$ cat config.mk
export PLATFORM = sky130hd
export DESIGN_NAME = sram_ctrl
export DESIGN_NICKNAME = d
export VERILOG_FILES = /design/src/rtl/sram_pkg.sv /design/src/rtl/sram_phase_timer.sv /design/src/rtl/sram_ctrl.sv
export SDC_FILE = /design/constraint.sdc
export NUM_CORES = 1
export LEC_CHECK = 0
export BUFFER_PORTS_ARGS = -buffer_cell sky130_fd_sc_hd__buf_2
export CAP_MARGIN = 40
export CORE_MARGIN = 10
export CORE_UTILIZATION = 25
export DETAILED_ROUTE_END_ITERATION = 12
export PLACE_DENSITY_LB_ADDON = 0.2
export SLEW_MARGIN = 25
export SYNTH_ARGS = -nofsm -noshare
export SYNTH_HDL_FRONTEND = slang
export SYNTH_SLANG_ARGS = --single-unit
$ cat constraint.sdc
create_clock -name clk -period 1.9 [get_ports clk]
set_input_delay 0.38 -clock clk [delete_from_list [all_inputs] [get_ports clk]]
set_output_delay 0.38 -clock clk [all_outputs]
set_load 0.01 [all_outputs]
$ cat src/rtl/sram_pkg.sv
// rtl/sram_pkg.sv - shared types and timing defaults for the SRAM macro controller
//
// Holds the controller state enum, the default phase lengths and two small
// helpers used to derive effective phase lengths and counter widths.
package sram_pkg;

  typedef enum logic [2:0] {
    ST_IDLE  = 3'd0,
    ST_SETUP = 3'd1,
    ST_PULSE = 3'd2,
    ST_RECOV = 3'd3,
    ST_RESP  = 3'd4
  } sram_state_e;

  localparam int DEF_T_SETUP = 1;
  localparam int DEF_T_PULSE = 2;
  localparam int DEF_T_RECOV = 1;

  // A zero-length phase would let strobes collapse into their neighbours,
  // so every phase lasts at least one cycle.
  function automatic int min1(input int t);
    return (t < 1) ? 1 : t;
  endfunction

  function automatic int max3(input int a, input int b, input int c);
    int m;
    m = (a > b) ? a : b;
    return (m > c) ? m : c;
  endfunction

endpackage

$ cat src/rtl/sram_phase_timer.sv
// rtl/sram_phase_timer.sv - loadable saturating down-counter timing one FSM phase
//
// Ports:
//   clk, rst_n  - clock, asynchronous active-low reset
//   load        - reload the counter (asserted on every state entry)
//   load_val    - phase length minus one
//   done        - counter has reached zero; the current phase ends this cycle
module sram_phase_timer #(
  parameter int W = 1
) (
  input  logic         clk,
  input  logic         rst_n,
  input  logic         load,
  input  logic [W-1:0] load_val,
  output logic         done
);

  logic [W-1:0] cnt_q;

  // Saturates at zero so a long-running state never wraps into a fresh count.
  always_ff @(posedge clk or negedge rst_n) begin
    if (!rst_n) begin
      cnt_q <= '0;
    end else if (load) begin
      cnt_q <= load_val;
    end else if (cnt_q != '0) begin
      cnt_q <= cnt_q - W'(1);
    end
  end

  assign done = (cnt_q == '0);

endmodule

$ cat src/rtl/sram_ctrl.sv
// rtl/sram_ctrl.sv - request/response sequencer driving an SRAM macro's wordlines, precharge and sense amps
//
// Ports:
//   clk, rst_n                 - clock, asynchronous active-low reset
//   req_valid/req_ready        - request handshake (ready only in IDLE)
//   req_we/req_addr/req_wdata  - operation, row address, write data
//   rsp_valid                  - one-cycle completion pulse
//   rsp_rdata/rsp_err          - read data (0 for writes/errors), address error
//   data_in                    - write driver data
//   row_wr/row_rd              - one-hot write/read wordlines
//   pre_en/sa_en               - bitline precharge, sense-amp enable
//   preout                     - sense-amp outputs
module sram_ctrl
  import sram_pkg::*;
#(
  parameter int ROWS    = 4,
  parameter int COLS    = 1,
  parameter int T_SETUP = DEF_T_SETUP,
  parameter int T_PULSE = DEF_T_PULSE,
  parameter int T_RECOV = DEF_T_RECOV,
  localparam int AW     = (ROWS > 1) ? $clog2(ROWS) : 1
) (
  input  logic            clk,
  input  logic            rst_n,
  input  logic            req_valid,
  output logic            req_ready,
  input  logic            req_we,
  input  logic [AW-1:0]   req_addr,
  input  logic [COLS-1:0] req_wdata,
  output logic            rsp_valid,
  output logic [COLS-1:0] rsp_rdata,
  output logic            rsp_err,
  output logic [COLS-1:0] data_in,
  output logic [ROWS-1:0] row_wr,
  output logic [ROWS-1:0] row_rd,
  output logic            pre_en,
  output logic            sa_en,
  input  logic [COLS-1:0] preout
);

  localparam int TS   = min1(T_SETUP);
  localparam int TP   = min1(T_PULSE);
  localparam int TR   = min1(T_RECOV);
  localparam int TMAX = max3(TS, TP, TR);
  localparam int TW   = (TMAX > 1) ? $clog2(TMAX) : 1;

  sram_state_e     state_q, state_n;
  logic            accept, addr_bad;
  logic            op_we_q, op_we_n;
  logic            op_err_q, op_err_n;
  logic [AW-1:0]   op_addr_q, op_addr_n;
  logic [COLS-1:0] op_wdata_q, op_wdata_n;

  logic            phase_load, phase_done;
  logic [TW-1:0]   phase_len;

  logic            req_ready_d, rsp_valid_d, rsp_err_d, pre_en_d, sa_en_d;
  logic [COLS-1:0] data_in_d;
  logic [ROWS-1:0] row_wr_d, row_rd_d;

  assign accept   = (state_q == ST_IDLE) && req_valid;
  assign addr_bad = int'(req_addr) >= ROWS;

  // Request fields as they will be after this edge; the output decode needs
  // them on the accept cycle, before the operand registers have loaded.
  always_comb begin
    op_we_n    = op_we_q;
    op_err_n   = op_err_q;
    op_addr_n  = op_addr_q;
    op_wdata_n = op_wdata_q;
    if (accept) begin
      op_we_n    = req_we;
      op_err_n   = addr_bad;
      op_addr_n  = req_addr;
      op_wdata_n = req_wdata;
    end
  end

  always_ff @(posedge clk or negedge rst_n) begin
    if (!rst_n) begin
      state_q    <= ST_IDLE;
      op_we_q    <= 1'b0;
      op_err_q   <= 1'b0;
      op_addr_q  <= '0;
      op_wdata_q <= '0;
    end else begin
      state_q    <= state_n;
      op_we_q    <= op_we_n;
      op_err_q   <= op_err_n;
      op_addr_q  <= op_addr_n;
      op_wdata_q <= op_wdata_n;
    end
  end

  always_comb begin
    state_n = state_q;
    unique case (state_q)
      ST_IDLE:  if (req_valid) state_n = addr_bad ? ST_RESP : ST_SETUP;
      ST_SETUP: if (phase_done) state_n = ST_PULSE;
      ST_PULSE: if (phase_done) state_n = ST_RECOV;
      ST_RECOV: if (phase_done) state_n = ST_RESP;
      ST_RESP:  state_n = ST_IDLE;
      default:  state_n = ST_IDLE;
    endcase
  end

  // The timer reloads on every state change with the length of the state
  // being entered, so its done flag marks the last cycle of that phase.
  assign phase_load = (state_n != state_q);

  always_comb begin
    phase_len = '0;
    case (state_n)
      ST_SETUP: phase_len = TW'(TS - 1);
      ST_PULSE: phase_len = TW'(TP - 1);
      ST_RECOV: phase_len = TW'(TR - 1);
      default:  phase_len = '0;
    endcase
  end

  sram_phase_timer #(.W(TW)) u_timer (
    .clk      (clk),
    .rst_n    (rst_n),
    .load     (phase_load),
    .load_val (phase_len),
    .done     (phase_done)
  );

  // Strobes are decoded from the next state and registered, so every macro
  // control pin comes straight off a flop.
  always_comb begin
    req_ready_d = 1'b0;
    rsp_valid_d = 1'b0;
    rsp_err_d   = 1'b0;
    pre_en_d    = 1'b0;
    sa_en_d     = 1'b0;
    data_in_d   = '0;
    row_wr_d    = '0;
    row_rd_d    = '0;
    case (state_n)
      ST_IDLE:  req_ready_d = 1'b1;
      ST_SETUP: begin
        if (op_we_n) data_in_d = op_wdata_n;
        else         pre_en_d  = 1'b1;
      end
      ST_PULSE: begin
        if (op_we_n) begin
          data_in_d = op_wdata_n;
          row_wr_d  = ROWS'(1) << op_addr_n;
        end else begin
          row_rd_d  = ROWS'(1) << op_addr_n;
          sa_en_d   = 1'b1;
        end
      end
      ST_RESP: begin
        rsp_valid_d = 1'b1;
        rsp_err_d   = op_err_n;
      end
      default: ;
    endcase
  end

  always_ff @(posedge clk or negedge rst_n) begin
    if (!rst_n) begin
      req_ready <= 1'b1;
      rsp_valid <= 1'b0;
      rsp_err   <= 1'b0;
      pre_en    <= 1'b0;
      sa_en     <= 1'b0;
      data_in   <= '0;
      row_wr    <= '0;
      row_rd    <= '0;
    end else begin
      req_ready <= req_ready_d;
      rsp_valid <= rsp_valid_d;
      rsp_err   <= rsp_err_d;
      pre_en    <= pre_en_d;
      sa_en     <= sa_en_d;
      data_in   <= data_in_d;
      row_wr    <= row_wr_d;
      row_rd    <= row_rd_d;
    end
  end

  // Cleared on accept so writes and address errors report zero; sampled at
  // the end of the final read pulse while the sense amps are still enabled.
  always_ff @(posedge clk or negedge rst_n) begin
    if (!rst_n) begin
      rsp_rdata <= '0;
    end else if (accept) begin
      rsp_rdata <= '0;
    end else if (state_q == ST_PULSE && phase_done && !op_we_q) begin
      rsp_rdata <= preout;
    end
  end

endmodule
# Word level (Yosys, flattened, before mapping)
# Index checks and enable logic that the tools add are counted.
[op_classes] n_mux=26 reduce_logical=8 shift=1 n_bitwise=1 add_sub_neg=1 n_eq_ne=7
[op_table] cell="1-bit two-way mux" count=16
[op_table] cell="4-bit two-way mux" count=4
[op_table] cell="3-bit two-way mux" count=4
[op_table] cell="3-bit case mux with 4 select lines" count=1
[op_table] cell="3-bit by 2-bit == test with 1-bit output, second input constant" count=3
[op_table] cell="3-bit by 1-bit == test with 1-bit output, second input constant" count=2
[op_table] cell="3-bit logical NOT" count=2
[op_table] cell="1-bit by 2-bit left shift with 4-bit output, first input constant" count=1
[op_table] cell="3-bit == test, second input constant" count=1
[op_table] cell="1-bit logical AND" count=3
[op_table] cell="3-bit inequality test" count=1
[op_table] cell="2-bit two-way mux" count=1
[op_table] cell="2-bit nonzero test" count=1
[op_table] cell="2-bit OR reduction" count=1
[op_table] cell="1-bit logical NOT" count=1
[op_table] cell="1-bit NOT" count=1
[op_table] cell="1-bit subtractor, second input constant" count=1
[word_totals] regBits=24 word_cells=59 inputBits=8 out_inout_bits=15

# Longest topological paths before layout
# Gate-level depths: netlist of the first run.
[depth] depth_word=6 depth_mapped=4 ltp_nobuf=4

# Modules after synthesis
# A second synthesis of the first run with hierarchy kept.
[unflattened] hier_cells=77 area_unflattened_um2=959.7
[by_module_without_submodules] module="sram_ctrl" area_each_um2=924.6 n_inst=1 seq_area_each_um2=576.8 cells_per_inst=74
[by_module_without_submodules] module="sram_phase_timer" area_each_um2=35.0 n_inst=1 seq_area_each_um2=25.0 cells_per_inst=3

# Worst setup path after synthesis of the first run
# Ideal clock, no wire load.
[synth_timing] path_type="reg-to-reg" from="register state_q[2]" to="register row_wr[0]" required_ps=1799 path_buffers=0 stages_incl_launch_ff=5 arrival_time_ps=1644 setup_time_ps=101 path_slack_ps=155 period_less_slack_ps=1745 path_cell_list="dfrtp_1 > nor4b_4 > mux2i_1 > inv_1 > nor4_1"
[synth_between] elab_chain_len=6 elab_cells_between_ends=16 classes_between="4 x eq/ne; 1 x shift; 9 x mux; 2 x reduce/logical"
[synth_rtl] item="start: declaration" line_no="sram_ctrl.sv:47" rtl="sram_state_e state_q, state_n;"
[synth_rtl] item="start signal: assignment" line_no="sram_ctrl.sv:87" rtl="state_q <= state_n;"
[synth_rtl] item="3-bit logical NOT" line_no="sram_ctrl.sv:61" rtl="assign accept = (state_q == ST_IDLE) && req_valid;"
[synth_rtl] item="1-bit logical AND" line_no="sram_ctrl.sv:61"
[synth_rtl] item="2-bit two-way mux" line_no="sram_ctrl.sv:71" rtl="if (accept) begin"
[synth_rtl] item="via op_addr_n[0]" line_no="sram_ctrl.sv:51" rtl="logic [AW-1:0] op_addr_q, op_addr_n;"
[synth_rtl] item="1-bit by 2-bit left shift with 4-bit output" line_no="sram_ctrl.sv:149" rtl="row_wr_d = ROWS'(1) << op_addr_n;"
[synth_rtl] item="4-bit two-way mux" line_no="sram_ctrl.sv:147" rtl="if (op_we_n) begin"
[synth_rtl] item="4-bit two-way mux" line_no="sram_ctrl.sv:140" rtl="case (state_n)"
[synth_rtl] item="via row_wr_d[0]" line_no="sram_ctrl.sv:59" rtl="logic [ROWS-1:0] row_wr_d, row_rd_d;"
[synth_rtl] item="end signal: assignment" line_no="sram_ctrl.sv:180" rtl="row_wr <= row_wr_d;"
[synth_rtl] item="end: declaration" line_no="sram_ctrl.sv:34" rtl="output logic [ROWS-1:0] row_wr,"
# The timed path passes the listed nets, and every way through them passes these cells.
# A chain may end at the register's enable or synchronous reset.

# Final worst setup path of the first run
[layout_timing] from="register state_q[2]" to="register row_rd[0]"
[layout_between] elab_chain_len=6 elab_cells_between_ends=16 classes_between="4 x eq/ne; 1 x shift; 9 x mux; 2 x reduce/logical"
[layout_rtl] item="3-bit logical NOT" line_no="sram_ctrl.sv:61"
[layout_rtl] item="1-bit logical AND" line_no="sram_ctrl.sv:61"
[layout_rtl] item="2-bit two-way mux" line_no="sram_ctrl.sv:71"
[layout_rtl] item="via op_addr_n[1]" line_no="sram_ctrl.sv:51"
[layout_rtl] item="1-bit by 2-bit left shift with 4-bit output" line_no="sram_ctrl.sv:151" rtl="row_rd_d = ROWS'(1) << op_addr_n;"
[layout_rtl] item="4-bit two-way mux" line_no="sram_ctrl.sv:147"
[layout_rtl] item="4-bit two-way mux" line_no="sram_ctrl.sv:140"
[layout_rtl] item="via row_rd_d[0]" line_no="sram_ctrl.sv:59"
[layout_rtl] item="end signal: assignment" line_no="sram_ctrl.sv:181" rtl="row_rd <= row_rd_d;"
[layout_rtl] item="end: declaration" line_no="sram_ctrl.sv:35" rtl="output logic [ROWS-1:0] row_rd,"
# The timed path passes the listed nets, and every way through them passes these cells.

==> results.cfg, run 1 <==
[run_status]
status = completed

[sta]
worstMarginPinSlew_ps = 527.5
hold_viol = 0
finalSetupViolCount = 0
skew_ps = 1.781
whs_ps = 85.39
max_freq_mhz = 578.1
setup_tns_ps = 0
fin_crit_sh_pct = 91.04
slew_headroom_pct = 64.83
period_needed_ps = 1730
rsz0062_at_grt = no
report.final.slew_viol_count = 0

[floorplanning]
die_x_um = 80.61
ios = 23
start_util_pct = 26.68
rows = 21
design.die.area_mm2 = 0.006498
die-height_um = 80.61
core-area_mm2 = 0.003442

[routing]
wirelength_um = 2056
antenna_left = 0
wire_per_inst_um = 13.80
via_per_inst = 4.349
via_count = 648
route.detailed.drc = 0
drt_pass1_iterations = 3
drt_iter0_markers = 39

[global_route]
grt_pass1_wl_um = 3498
grt_overflow = 0
grt_max_degree = 25
grt_pass1_vias = 732
antenna_found_initial = 0
grtUsageTotal_pct = 6.834

[yosys]
ys_seq_area_share_pct = 65.53
synth_top_area_share_pct = 62.67
syn_inst = 74
netlist_area_um2 = 918.4
synthAdderAreaFrac_pct = 0
synthXorXnorAreaFrac_pct = 0
synth_edf_count = 0
synth_top_cell_by_area = dfrtp_1
yosys-top-cells-count = 23 x dfrtp_1, 8 x nor4_1, 6 x inv_1, 6 x nor2_1
yosys_warnings = 0
muxShareOfSynthArea_pct = 4.496
synth_compound_area_share_pct = 6.948
synthesis.nets = 82
synth_top_family_by_area = simple AND/OR/NAND/NOR gates
synth.distinct_cells = 25
synth.top_cells.by_area = dfrtp_1 63%, nor4_1 5.4%, mux2i_1 3.3%
syn_area_per_cell_um2 = 12.41
ys_seq_elements = 24
post-synth-top-count-cell = dfrtp_1
synthSimpleGateAreaFrac_pct = 18.94
async_flop_share_pct = 100.0
synth-main-ff-cell = dfrtp_1

[worst_setup_path]
worst-endpoint-arrival_ps = 1890
slowest_delay_ps = 470
crit_chain = nor4b_4, buf_4, mux2i_1, inv_1, nor4_1
critPathMaxFanout = 7
reg2reg_depth = 5
worst_setup_path_start_kind = register
crit_type = register to register
worstPathRequired_ps = 2060
slowest_stage = dfrtp_1
endpoint_kind = register

[clock_tree]
cts_sinks = 24
root_buffer = clkbuf_8
cts_tree = done
cts_buffers = 3
clockBufferDepth = 2
htreeDepth = 1
clk-insertion-delay-late_ps = 260
hold_buffers = 0
clk_pin_slew_ps = 80

[final_layout]
drive_gt1_share_pct = 40.78
fin_cells = 149
fill_cells = 354
syn2layout_area_growth_pct = 29.29
stdcell_area_mm2 = 0.001187
multiInputGateArea_um2 = 291.5
antenna_cells = 0
nets = 112
regArea_um2 = 601.8

[place]
placed_cells = 145
globalplace.congestion = 0.8138
place.port_buffers = 22
dpl_cell_area_mm2 = 0.001120
dp_hpwl_um = 1495

[power]
ir_drop_mv = 0.6533
leakagePower_nw = 0.6018
total_power_mw = 1.863
p_per_area_mw_per_mm2 = 1569

[run]
drv_cap = 0

[hold_path]
hold_class = input port to asynchronous set/reset pin
-- state kept, by name (all words and copies together), names as in the netlist, 2 cells and up --
signal     flops
row_rd         4
row_wr         4
state_q        3
op_addr_q      2
-- cell usage in the layout (no fill, tap or decap), drive strengths merged, types with 3 or more instances in the layout --
master  instances
buf            28
a21oi           3
inv             7
and3            3
nor2            6
dfrtp          23
o21ai           3
nor4            8
clkbuf          4
mux2i           3
-- worst max-delay path, delay by kind of cell (launching register included) --
family / cells / cell delay (ps)
simple gates: 2 / 580
flops: 1 / 470
buf+inv: 2 / 330
mux: 1 / 240
-- per-stage QoR --
| stage | utilization (%) | setup WS [ps] |
|---|---|---|
| after floorplan | - | 155.2 |
| final | 34.50 | 170.2 |
| after global routing | 34.50 | 1.707 |
| after detailed placement | 32.53 | 200.2 |
| after CTS | 34.13 | 151.9 |
| after global placement | 32.53 | 180.4 |
-- cells by family after synthesis --
group           Yosys count
simple gates             26
buf+inv                  10
compound gates           10
mux                       4
flops                    24
-- area by class of cell --
cell class,instances,share of cell area [%]
Sequential cell,24,50.68
Multi-Input combinational cell,40,24.55
Tap cell,46,4.847
Timing Repair Buffer,28,13.07
Clock buffer,4,4.636
Inverter,7,2.213
-- timing repair --
item / CTS / global route
setup buffers: 0 / 0
resized for setup: 0 / 2
endpoints found under the setup margin: 0 / 2
-- worst paths after layout --
kind,from,endpoint,slack (ps)
worst min register to register,op_err_q$_DFF_PN0_,op_err_q$_DFF_PN0_,500
worst max-delay path,state_q[2]$_DFF_PN0_,row_rd[0]$_DFF_PN0_,170
min in group clk,req_valid,req_ready$_DFF_PN1_,320
worst min-delay path,rst_n,u_timer.cnt_q$_DFF_PN0_,90
max in group asynchronous,rst_n,req_ready$_DFF_PN1_,1450
worst max register to register,state_q[2]$_DFF_PN0_,row_rd[0]$_DFF_PN0_,170
-- where the power goes --
group / total (mW) / internal (mW) / switching, mW
Sequential: 0.773 / 0.674 / 0.0988
Combinational: 0.751 / 0.313 / 0.438
Clock: 0.339 / 0.185 / 0.154
-- per-layer routing --
metal	track usage, %	part of all wire (%)	wire [um]
met3	4.566	11	223
met5	0	0	0
met2	10.35	44	900
met1	7.946	45	928
met4	1.056	0.19	4
No activity file was read; power rests on OpenSTA's default activity.
==> run 2: changes to the inputs <==
Settings changed: ABC_AREA from default to 1, REMOVE_ABC_BUFFERS from default to 1.
==> results.cfg, run 2 <==
[power]
ir_drop_mv = 0.4196
leakagePower_nw = 0.6625
p_per_area_mw_per_mm2 = 1645

[final_layout]
final_common_cell = dfrtp_1
final_cell_mix = 23 x dfrtp_1, 22 x buf_2, 18 x nand2_1
antenna_cells = 0
nets = 137
syn2layout_area_growth_pct = 23.41
drive_gt1_share_pct = 28.91
stdcell_area_mm2 = 0.001214
fin_util_pct = 32.42
largestRegisters = row_rd x4, row_wr x4, state_q x3

[yosys]
yosys_warnings = 0
synth-main-ff-cell = dfrtp_1
syn_inst = 103
synth_top_area_share_pct = 58.52
post-synth-top-count-cell = dfrtp_1
synth.top_cells.by_area = dfrtp_1 59%, nand2_1 6.9%, nor2_1 6.5%
async_flop_share_pct = 100.0
ys_seq_area_share_pct = 61.20
syn_area_per_cell_um2 = 9.548
ys_seq_elements = 24
netlist_area_um2 = 983.4
synth.distinct_cells = 16
yosys-top-cells-count = 23 x dfrtp_1, 18 x nand2_1, 17 x nor2_1
synth_edf_count = 0
synth_top_cell_by_area = dfrtp_1

[sta]
slew_headroom_pct = 64.52
setup_tns_ps = 0
rsz0062_at_grt = no
report.final.slew_viol_count = 0
max_freq_mhz = 664.9
hold_viol = 0
period_needed_ps = 1504
skew_ps = 1.575
fin_crit_sh_pct = 79.16
finalSetupViolCount = 0
worstMarginPinSlew_ps = 532.2

[routing]
drt_pass1_iterations = 4
via_count = 714
drt_iter0_markers = 66
antenna_left = 0
wire_per_inst_um = 11.35
via_per_inst = 4.057
route.detailed.drc = 0
wirelength_um = 1998

[clock_tree]
root_buffer = clkbuf_8
cts_buffers = 3
hold_buffers = 0
clockBufferDepth = 2
htreeDepth = 1
post_cts_buffers = 0
clk_pin_slew_ps = 90
cts_sinks = 24
clk-insertion-delay-late_ps = 260
cts_tree = done
post_cts_resized = 0

[global_route]
grt_pass1_wl_um = 3491
antenna_found_initial = 0
grt_max_degree = 25
grt_overflow = 0
grtUsageTotal_pct = 6.530
grt_pass1_vias = 732

[floorplanning]
rows = 22
start_util_pct = 26.27
die_x_um = 82.72
ios = 23
design.die.area_mm2 = 0.006843
core-area_mm2 = 0.003744
die-height_um = 82.72

[hold_path]
hold_class = input port to asynchronous set/reset pin

[worst_setup_path]
r2r-start = state_q[2]$_DFF_PN0_
rr_endpoint = row_wr[3]$_DFF_PN0_
rrSetupSlack_ps = 400
reg2reg_depth = 7
endpoint_kind = register
crit_type = register to register
worst-endpoint-arrival_ps = 1700
worstPathRequired_ps = 2100
critPathMaxFanout = 12
worst_setup_path_start_kind = register

[place]
place.port_buffers = 22
dp_hpwl_um = 1553
globalplace.congestion = 0.8129
dpl_cell_area_mm2 = 0.001142

[run_status]
status = completed

[run]
drv_cap = 0
## run 2: layout make-up
| class | instances | area (um2) |
|---|---|---|
| fill | 411 | 2530 |
| sequential | 24 | 601.8 |
| multi-input combinational | 64 | 317.8 |
| timing repair buffer | 22 | 110.1 |
| tap | 48 | 60.06 |
| inverter | 14 | 52.55 |
| clock buffer | 3 | 41.29 |
| clock inverter | 1 | 30.03 |
## run 2: critical path: stages (launching register included)
cell     delay, ps
dfrtp_1        390
nor2_2         220
nand2_2        230
inv_1          210
nand2_1         90
nand2_2        110
nand3_1         90
nor2_1         110
## run 2: kinds of logic (layout without fill, tap and decap cells)
family | count (synthesis) | in the layout | synth area share, %
DFF | 24 | 24 | 61.20
buffers and inverters | 15 | 40 | 6.488
and+or+nand+nor | 59 | 59 | 27.48
AOI/OAI and AO/OA | 5 | 5 | 4.834
## run 2: how the worst max path moves through the flow
stage | startpoint | endpoint | slack, ps
2_1_floorplan | state_q[2]$_DFF_PN0_ | row_rd[3]$_DFF_PN0_ | 640
6_report | state_q[2]$_DFF_PN0_ | row_wr[3]$_DFF_PN0_ | 400
5_1_grt | state_q[2]$_DFF_PN0_ | row_wr[3]$_DFF_PN0_ | 170
3_3_place_gp | req_valid | row_wr[3]$_DFF_PN0_ | 400
4_1_cts | state_q[2]$_DFF_PN0_ | row_wr[3]$_DFF_PN0_ | 370
3_5_place_dp | req_valid | row_wr[3]$_DFF_PN0_ | 390
## run 2: per-stage QoR
stage | power (mW) | instances | hold WS, ps | setup WS [ps]
6_report | 1.997 | 176 | 85.34 | 396.0
5_1_grt | 2.178 | 176 | 129.3 | 169.5
4_1_cts | 2.030 | 176 | 95.65 | 374.5
3_5_place_dp | 1.570 | 172 | 396.2 | 389.2
3_3_place_gp | 1.564 | 172 | 383.4 | 396.4
2_1_floorplan | 1.342 | 102 | 84.41 | 644.4
## run 2: power breakdown
group / internal, mW / total, mW / leakage, nW / switching [mW]
clock network: 0.281 / 0.445 / 0.0357 / 0.164
logic: 0.253 / 0.789 / 0.309 / 0.536
registers: 0.675 / 0.762 / 0.318 / 0.0868
## run 2: layer usage
layer,vias to the layer above,part of all wire [%],GRT usage (%)
met5,-,0,0
met4,0,2.9,4.013
met3,4,4.4,1.404
met2,12,46,9.722
met1,332,46,8.402
li1,366,-,-
==> run 3: changes to the inputs <==
Clock period 1.9 ns to 1.24 ns, I/O delays scaled along.
==> results.cfg, run 3 (synthesized netlist as in run 2, its figures left out) <==
[place]
globalplace.congestion = 0.7693
dp_hpwl_um = 1569
placed_cells = 183
dpl_cell_area_mm2 = 0.001225
place.port_buffers = 22

[worst_setup_path]
r2r-start = u_timer.cnt_q$_DFF_PN0_
worstPathRequired_ps = 1450
worst_setup_path_start_kind = register
endpoint_kind = register
crit_start = u_timer.cnt_q$_DFF_PN0_
critPathMaxFanout = 6
worst-endpoint-arrival_ps = 1470
crit_type = register to register

[routing]
drt_pass1_iterations = 4
route.detailed.drc = 0
via_per_inst = 4.173
via_count = 818
wire_per_inst_um = 12.30
antenna_left = 0
drt_iter0_markers = 51
wirelength_um = 2411

[sta]
setup_tns_ps = -23.94
skew_ps = 3.034
setup_ws_ps = -23.69
period_needed_ps = 1264
hold_viol = 0
report.final.slew_viol_count = 0
worstMarginPinSlew_ps = 542.0
slew_headroom_pct = 63.87
max_freq_mhz = 791.3
rsz0062_at_grt = yes
fin_crit_sh_pct = 101.9
finalSetupViolCount = 2

[clock_tree]
cts_sinks = 24
cts_tree = done
cts_buffers = 3
clockBufferDepth = 2
clk_pin_slew_ps = 90
root_buffer = clkbuf_8
clk-insertion-delay-late_ps = 270
htreeDepth = 1

[final_layout]
final_cell_mix = 22 x buf_2, 21 x dfrtp_1, 16 x buf_4
nets = 157
fill_cells = 392
antenna_cells = 0
fin_cells = 196
syn2layout_area_growth_pct = 51.40
drive_gt1_share_pct = 54.73
final_common_cell = buf_2
stdcell_area_mm2 = 0.001489
largestRegisters = row_rd x4, row_wr x4, state_q x3

[global_route]
grt_max_degree = 25
grt_overflow = 0
antenna_found_initial = 0
grtUsageTotal_pct = 7.794
grt_pass1_vias = 875
grt_pass1_wl_um = 4084

[power]
leakagePower_nw = 0.7829
p_per_area_mw_per_mm2 = 2676
ir_drop_mv = 0.8374

[floorplanning]
die-height_um = 82.72
design.die.area_mm2 = 0.006843
start_util_pct = 26.27
die_x_um = 82.72
ios = 23
core-area_mm2 = 0.003744
rows = 22

[hold_path]
hp-start = preout
hold_class = input port to register

[run_status]
violations = setup timing
status = finished with violations

[run]
drv_cap = 0
[run 3: area by class of cell]
cell class,instances,area [um2],share of cell area (%)
clock buffer,4,55.05,3.697
inverter,14,52.55,3.529
multi-input combinational,65,454.2,30.50
sequential,24,604.3,40.59
tap,48,60.06,4.034
timing repair buffer,41,262.8,17.65
[run 3: power breakdown]
group | leakage, nW | total [mW] | internal, mW | switching, mW
combinational | 0.439 | 2.24 | 0.955 | 1.28
clock | 0.0288 | 0.549 | 0.284 | 0.264
sequential | 0.315 | 1.20 | 1.04 | 0.158
[run 3: routing by layer]
metal  vias to the layer above  global-route usage [%]  wire (um)
met5                         -                       0          0
met4                         0                   5.184         68
met3                         4                   1.620        108
met2                        15                   13.58       1307
met1                       386                   8.296        927
li1                        413                       -          -
[run 3: critical path, cell delays in order (launching register included)]
cell and delay [ps]:
dfrtp_2 460, nor2_1 240, nand2_4 100, buf_6 130, nor2_4 110, o21ai_2 60
a21oi_1 100
[run 3: final timing paths]
check                      cells past startpoint  slack, ps                 endpoint
max in group asynchronous                      2        360  u_timer.cnt_q$_DFF_PN0_
max                                            6        -20    rsp_rdata$_DFFE_PN0P_
min reg2reg                                    2        490       op_err_q$_DFF_PN0_
min                                            3        190    rsp_rdata$_DFFE_PN0P_
max reg2reg                                    6        -20    rsp_rdata$_DFFE_PN0P_
min in group asynchronous                      2        490     state_q[1]$_DFF_PN0_
[run 3: what timing repair did]
action,CTS,global route
resized for setup,12,30
setup endpoints to repair,11,14
hold buffers,1,0
gates cloned,1,0
endpoints found under the hold margin,23,0
buffers inserted,1,6
pin swaps,2,9
[run 3: stage by stage]
| stage | setup WS [ps] | hold slack (ps) | util (%) | power [mW] |
|---|---|---|---|---|
| 2_1_floorplan | -15.58 | -47.59 | - | 2.056 |
| 3_3_place_gp | -62.00 | 255.9 | 32.72 | 2.651 |
| 4_1_cts | 10.55 | 188.7 | 36.00 | 3.425 |
| 5_1_grt | -97.46 | 208.7 | 39.77 | 4.307 |
| 3_5_place_dp | -55.28 | 283.5 | 32.72 | 2.662 |
| 6_report | -23.69 | 188.3 | 39.77 | 3.984 |
